File: config.mk
export PLATFORM = sky130hd
export DESIGN_NAME = alu_unit
export DESIGN_NICKNAME = d
export VERILOG_FILES = /design/src/rtl/alu_unit.sv
export SDC_FILE = /design/constraint.sdc
export NUM_CORES = 1
export LEC_CHECK = 0
export BUFFER_PORTS_ARGS = -buffer_cell sky130_fd_sc_hd__buf_2
export CELL_PAD_IN_SITES_DETAIL_PLACEMENT = 0
export CELL_PAD_IN_SITES_GLOBAL_PLACEMENT = 2
export CORE_UTILIZATION = 41
export CTS_BUF_LIST = sky130_fd_sc_hd__clkbuf_4
export DETAILED_ROUTE_END_ITERATION = 6
export PLACE_DENSITY = 0.9
export SLEW_MARGIN = 0
export SYNTH_ARGS = -nofsm -noshare
export SYNTH_HDL_FRONTEND = slang
export SYNTH_SLANG_ARGS = --single-unit
File: constraint.sdc
create_clock -name clk_in -period 6.25 [get_ports clk_in]
set_input_delay 1.25 -clock clk_in [delete_from_list [all_inputs] [get_ports clk_in]]
set_output_delay 1.25 -clock clk_in [all_outputs]
set_load 0.05 [all_outputs]
File: src/rtl/alu_unit.sv
// ----------------------------------------------------------------------------
// alu_unit
//
// Integer execute unit sitting behind the reservation-station issue port.
// One decoded operation is accepted per cycle into a single exec stage.
// Its result is computed from the exec registers and written into a small
// result FIFO, which drains one entry per cycle onto the ALU channel of the
// common data bus.
//
// Ports
//   clk_in       system clock
//   rst_in       asynchronous active-high reset
//   rdy_in       global ready; low freezes every piece of state
//   _clear       synchronous flush (branch misprediction)
//   _alu_valid   issue strobe from the reservation station
//   _alu_type    5-bit operation code
//   _alu_rob_id  destination ROB entry
//   _alu_r1      operand 1 (PC for AUIPC / JAL / JALR)
//   _alu_r2      operand 2
//   _alu_imm     immediate
//   _alu_full    high: the reservation station must not issue
//   _cdb_busy    CDB arbiter denies the ALU channel this cycle
//   _cdb_ready   result valid on the CDB
//   _cdb_rob_id  result tag (0 when the FIFO is empty)
//   _cdb_value   result value (0 when the FIFO is empty)
// ----------------------------------------------------------------------------
module alu_unit #(
    parameter int DEPTH = 4,
    parameter int ROB_W = 5
) (
    input  logic             clk_in,
    input  logic             rst_in,
    input  logic             rdy_in,
    input  logic             _clear,
    input  logic             _alu_valid,
    input  logic [4:0]       _alu_type,
    input  logic [ROB_W-1:0] _alu_rob_id,
    input  logic [31:0]      _alu_r1,
    input  logic [31:0]      _alu_r2,
    input  logic [31:0]      _alu_imm,
    output logic             _alu_full,
    input  logic             _cdb_busy,
    output logic             _cdb_ready,
    output logic [ROB_W-1:0] _cdb_rob_id,
    output logic [31:0]      _cdb_value
);

    localparam int PTR_W = (DEPTH > 1) ? $clog2(DEPTH) : 1;
    localparam int CNT_W = PTR_W + 1;
    localparam logic [CNT_W:0] FULL_LVL = (CNT_W + 1)'(DEPTH);

    localparam logic [4:0] OP_ADD   = 5'd0;
    localparam logic [4:0] OP_SUB   = 5'd1;
    localparam logic [4:0] OP_AND   = 5'd2;
    localparam logic [4:0] OP_OR    = 5'd3;
    localparam logic [4:0] OP_XOR   = 5'd4;
    localparam logic [4:0] OP_SLL   = 5'd5;
    localparam logic [4:0] OP_SRL   = 5'd6;
    localparam logic [4:0] OP_SRA   = 5'd7;
    localparam logic [4:0] OP_SLT   = 5'd8;
    localparam logic [4:0] OP_SLTU  = 5'd9;
    localparam logic [4:0] OP_ADDI  = 5'd10;
    localparam logic [4:0] OP_ANDI  = 5'd11;
    localparam logic [4:0] OP_ORI   = 5'd12;
    localparam logic [4:0] OP_XORI  = 5'd13;
    localparam logic [4:0] OP_SLLI  = 5'd14;
    localparam logic [4:0] OP_SRLI  = 5'd15;
    localparam logic [4:0] OP_SRAI  = 5'd16;
    localparam logic [4:0] OP_SLTI  = 5'd17;
    localparam logic [4:0] OP_SLTIU = 5'd18;
    localparam logic [4:0] OP_LUI   = 5'd19;
    localparam logic [4:0] OP_AUIPC = 5'd20;
    localparam logic [4:0] OP_JAL   = 5'd21;
    localparam logic [4:0] OP_BEQ   = 5'd22;
    localparam logic [4:0] OP_BNE   = 5'd23;
    localparam logic [4:0] OP_BLT   = 5'd24;
    localparam logic [4:0] OP_BGE   = 5'd25;
    localparam logic [4:0] OP_BLTU  = 5'd26;
    localparam logic [4:0] OP_BGEU  = 5'd27;

    // Result of one operation. Register-register and immediate forms share
    // one datapath: the second operand is the immediate for codes 10..18.
    // Branch compares always use r1 against r2.
    function automatic logic [31:0] alu_calc(
        input logic [4:0]  op,
        input logic [31:0] a,
        input logic [31:0] r2,
        input logic [31:0] imm
    );
        logic [31:0]        b;
        logic signed [31:0] sa;
        logic signed [31:0] sb;
        logic signed [31:0] sr2;
        logic [4:0]         sh;
        logic [31:0]        res;
        b   = (op >= OP_ADDI && op <= OP_SLTIU) ? imm : r2;
        sa  = a;
        sb  = b;
        sr2 = r2;
        sh  = b[4:0];
        res = '0;
        case (op)
            OP_ADD,  OP_ADDI:  res = a + b;
            OP_SUB:            res = a - b;
            OP_AND,  OP_ANDI:  res = a & b;
            OP_OR,   OP_ORI:   res = a | b;
            OP_XOR,  OP_XORI:  res = a ^ b;
            OP_SLL,  OP_SLLI:  res = a << sh;
            OP_SRL,  OP_SRLI:  res = a >> sh;
            OP_SRA,  OP_SRAI:  res = sa >>> sh;
            OP_SLT,  OP_SLTI:  res = {31'd0, (sa < sb)};
            OP_SLTU, OP_SLTIU: res = {31'd0, (a < b)};
            OP_LUI:            res = imm;
            OP_AUIPC:          res = a + imm;
            OP_JAL:            res = a + 32'd4;
            OP_BEQ:            res = {31'd0, (a == r2)};
            OP_BNE:            res = {31'd0, (a != r2)};
            OP_BLT:            res = {31'd0, (sa < sr2)};
            OP_BGE:            res = {31'd0, (sa >= sr2)};
            OP_BLTU:           res = {31'd0, (a < r2)};
            OP_BGEU:           res = {31'd0, (a >= r2)};
            default:           res = '0;
        endcase
        return res;
    endfunction

    logic             vld_p1;
    logic [4:0]       op_p1;
    logic [ROB_W-1:0] rob_p1;
    logic [31:0]      r1_p1;
    logic [31:0]      r2_p1;
    logic [31:0]      imm_p1;
    logic [31:0]      res_p1;

    logic [ROB_W-1:0] fifo_rob_p2 [DEPTH];
    logic [31:0]      fifo_val_p2 [DEPTH];
    logic [PTR_W-1:0] head;
    logic [PTR_W-1:0] tail;
    logic [CNT_W-1:0] count;

    logic             issue_ok;
    logic             push;
    logic             pop;
    logic             empty;
    logic [CNT_W:0]   occupancy;

    // An issue against a full unit is a protocol violation and is dropped.
    assign issue_ok = _alu_valid && rdy_in && !_clear && !_alu_full;
    assign push     = vld_p1 && rdy_in && !_clear;
    assign pop      = _cdb_ready;
    assign empty    = (count == '0);

    // Counting the exec stage as occupied reserves a slot for the result
    // already in flight, so a push never finds the FIFO full.
    assign occupancy = {1'b0, count} + {{CNT_W{1'b0}}, vld_p1};
    assign _alu_full = (occupancy >= FULL_LVL);

    // ---- stage p1: exec registers ----
    always_ff @(posedge clk_in or posedge rst_in) begin
        if (rst_in) begin
            vld_p1 <= 1'b0;
        end else if (rdy_in) begin
            vld_p1 <= issue_ok;
        end
    end

    always_ff @(posedge clk_in) begin
        if (issue_ok) begin
            op_p1  <= _alu_type;
            rob_p1 <= _alu_rob_id;
            r1_p1  <= _alu_r1;
            r2_p1  <= _alu_r2;
            imm_p1 <= _alu_imm;
        end
    end

    always_comb begin
        res_p1 = alu_calc(op_p1, r1_p1, r2_p1, imm_p1);
    end

    // ---- stage p2: result FIFO ----
    always_ff @(posedge clk_in) begin
        if (push) begin
            fifo_rob_p2[tail] <= rob_p1;
            fifo_val_p2[tail] <= res_p1;
        end
    end

    always_ff @(posedge clk_in or posedge rst_in) begin
        if (rst_in) begin
            head  <= '0;
            tail  <= '0;
            count <= '0;
        end else if (rdy_in) begin
            if (_clear) begin
                head  <= '0;
                tail  <= '0;
                count <= '0;
            end else begin
                if (push) begin
                    tail <= tail + PTR_W'(1);
                end
                if (pop) begin
                    head <= head + PTR_W'(1);
                end
                case ({push, pop})
                    2'b10:   count <= count + CNT_W'(1);
                    2'b01:   count <= count - CNT_W'(1);
                    default: count <= count;
                endcase
            end
        end
    end

    // ---- CDB broadcast from FIFO head ----
    // Gating with _clear keeps the flush cycle silent; the next cycle is
    // silent because the FIFO has just been emptied.
    assign _cdb_ready  = !empty && !_cdb_busy && rdy_in && !_clear;
    assign _cdb_rob_id = empty ? '0 : fifo_rob_p2[head];
    assign _cdb_value  = empty ? '0 : fifo_val_p2[head];

endmodule

==> flow_summary.toml <==
[setup_path]
crit_arrival_ns = 5.97
timing.rr.start = "op_p1[0]"
critPathLaunchType = "flop"
required_ns = 6.57
critical_path_class = "flop to flop"
r2r_end = "fifo_val_p2[0][17]"
worst_r2r_path_depth = 15
endpoint_kind = "flop"
rrSetupSlack_ns = 0.60
critical_path.max_fanout = 33

[logic_synthesis]
syn_area_um2 = 21000
synthXorXnorAreaFrac = 0.0301
synth_top_family_by_area = "compound AO/OA/AOI/OAI gates"
synth.area.top_cells = "edfxtp_1 36%, ha_1 9.5%, mux2i_1 6.3%"
synth-async-reset-ratio = 0.0305
avgSynthCellArea_um2 = 9.71
yosys.area_share.simple = 0.127
synth_compound_area_frac = 0.205
yosysUniqueCellTypes = 84
synth_mux_area_frac = 0.113
synth_sequential_area_ratio = 0.373
syn_nets = 2433
yosys.area.top_type = "edfxtp_1"
yosys.area.top_type_share = 0.364
synth_cells = 2160
synth-seq-cells = 262
yosys_most_used_dff = "edfxtp_1"
synth_edf_count = 254
ys_warn_count = 0
synth_fa_ha_area_frac = 0.0968

[drt]
drtIter0Drc = 1976
antenna_left = 0
wl_um = 76900
viasPerCell = 6.17
num_vias = 18656
drc_errors = 0
first_pass_iters = 6
wl_per_cell_um = 25.4

[clock_tree]
cts.sinks = 262
clk_path_buf_depth = 3
post_cts_buffers = 0
cts_buffers = 70
root_buffer = "clkbuf_4"
cts_tree = "yes"
h-tree-depth = 3
cts_hold_buf = 0
cts.clk_slew.worst_paths_ns = 0.06
clock_latency_ns = 0.78
ctsResizeCount = 0

[global_routing]
overflow = 0
grt_usage = 0.292
grt_pass1_vias = 17914
grt_pass1_wl_um = 114000
antenna_found_initial = 5
grt_max_degree = 108

[floorplan]
die_y_um = 228
die_x_um = 228
io_pins = 151
design.core.area_um2 = 50300
start_util = 0.417
rows = 82
fp.dieArea_um2 = 52100

[sta]
worst_pin_slew_ns = 1.01
slew_headroom = 0.330
hold_viol_final = 0
setup_viol = 0
min_period_ns = 5.65
fmax_mhz = 177
finalClockSkew_ns = 0.0677
min_period_over_period = 0.903
slew_violations = 0
tns_ns = 0
grt_setup_unrepaired = "no"

[layout]
fillerInstances = 4814
area_growth_pct = 12.0
layout.nets = 2573
instances_no_fill = 3026
drive_above_1_share = 0.177

[power_and_ir_drop]
p_total_mw = 6.51
p_per_area_nw_per_um2 = 277
p_leak_nw = 9.49
peakVddDrop_mv = 0.148

[placement]
port_buffers = 150
hpwlAfterDp_um = 56900
gp_congestion = 0.996
post-place-cells = 2900

[min_path]
hp-class = "input pin to asynchronous set/reset pin"

[outcome]
status = "finished clean"

[job]
maxCapViolCount = 0
==> how the worst max path moves through the flow <==
| stage | endpoint | depth (start not counted) | slack [ns] | startpoint |
|---|---|---|---|---|
| finish | fifo_val_p2[0][17] | 15 | 0.60 | op_p1[0] |
| global route | fifo_val_p2[3][27] | 18 | 0.17 | op_p1[0] |
| CTS | fifo_val_p2[3][27] | 18 | 0.65 | op_p1[0] |
| detailed placement | fifo_val_p2[2][27] | 18 | 0.60 | op_p1[0] |
| global placement | fifo_val_p2[0][27] | 18 | 0.75 | op_p1[0] |
| floorplan | fifo_val_p2[0][28] | 19 | 1.03 | op_p1[2] |
==> Yosys cell counts (19+ instances only) <==
master and number:
o211ai_1 34, clkbuf_1 105, nand2_1 132, nor3_1 46, buf_2 19, o21ai_0 91
a21oi_1 180, nor2b_1 48, inv_1 144, a211oi_1 40, edfxtp_1 254, ha_1 159
nor2_1 181, xnor2_1 60, a21o_1 31, nand3_1 46, a222oi_1 27, and3_1 21
o22ai_1 20, nand4_1 21, mux2i_1 132, mux4_2 39
==> metrics by stage <==
stage,hold slack (ns),util,area [um^2],setup slack (ns)
global route,0.401,0.467,23500,0.174
floorplan,0.459,-,21000,1.03
finish,0.439,0.467,23500,0.604
CTS,0.350,0.467,23500,0.649
global placement,0.468,0.448,22500,0.747
detailed placement,0.490,0.448,22500,0.598
==> critical path, cell delays in order, from the launching register on <==
cell and delay, ns:
edfxtp_1 0.59, a211oi_4 0.47, a22o_2 0.49, buf_12 0.26
buf_4 0.22, a21oi_1 0.15, ha_1 0.50, inv_1 0.07
a21oi_1 0.27, nor2_1 0.06, o21ai_0 0.15, o2111ai_1 0.13
a21oi_1 0.45, o221ai_1 0.22, a221oi_1 0.59, o221ai_1 0.56
==> layout by cell type, fill, tap and decap left out, types with 48 or more instances in the layout <==
master / n
a21oi_1: 179
buf_2: 150
buf_4: 60
clkbuf_4: 99
edfxtp_1: 254
ha_1: 159
inv_1: 143
mux2i_1: 131
nand2_1: 132
nor2_1: 180
nor2b_1: 48
o21ai_0: 91
xnor2_1: 60
==> per-layer routing <==
layer	global-route usage	up-vias	routed length (um)
met1	0.406	9100	33400
met4	0.116	2	2390
li1	-	8509	-
met2	0.455	914	34600
met3	0.0460	131	6510
met5	0	-	14
==> cells by family (layout without fill, tap and decap cells) <==
kind of cell    Yosys count  after routing
compound gates          624            624
xor+xnor                 72             72
fa+ha+maj               161            161
buf+inv                 292            482
flops                   262            262
mux                     185            185
other cells               0              4
simple gates            564            564
==> where the power goes <==
part           leakage [nW]  total, mW  internal (mW)  switching, mW
registers              2.43       2.16           2.04          0.117
clock network         0.555       1.60          0.897          0.700
logic                  6.51       2.75          0.897           1.85
==> flip-flops by register name, summed over array words and instances, names as in the netlist <==
signal	cells
head	2
count	3
imm_p1	32
op_p1	5
r2_p1	32
rob_p1	5
fifo_val_p2	128
r1_p1	32
fifo_rob_p2	20
vld_p1	1
tail	2
==> final cells by class <==
type                    count  area [um^2]  area share
clock inverters            23          205     0.00874
inverters                 148          558      0.0238
multi-input cells        1606        12100       0.513
well taps                 672          841      0.0358
flip-flops and latches    262         7830       0.333
repair buffers            212         1240      0.0529
clock buffers              99          743      0.0317
diodes                      4         10.0    0.000426
Note: power is estimated with default switching activity, not from simulation.
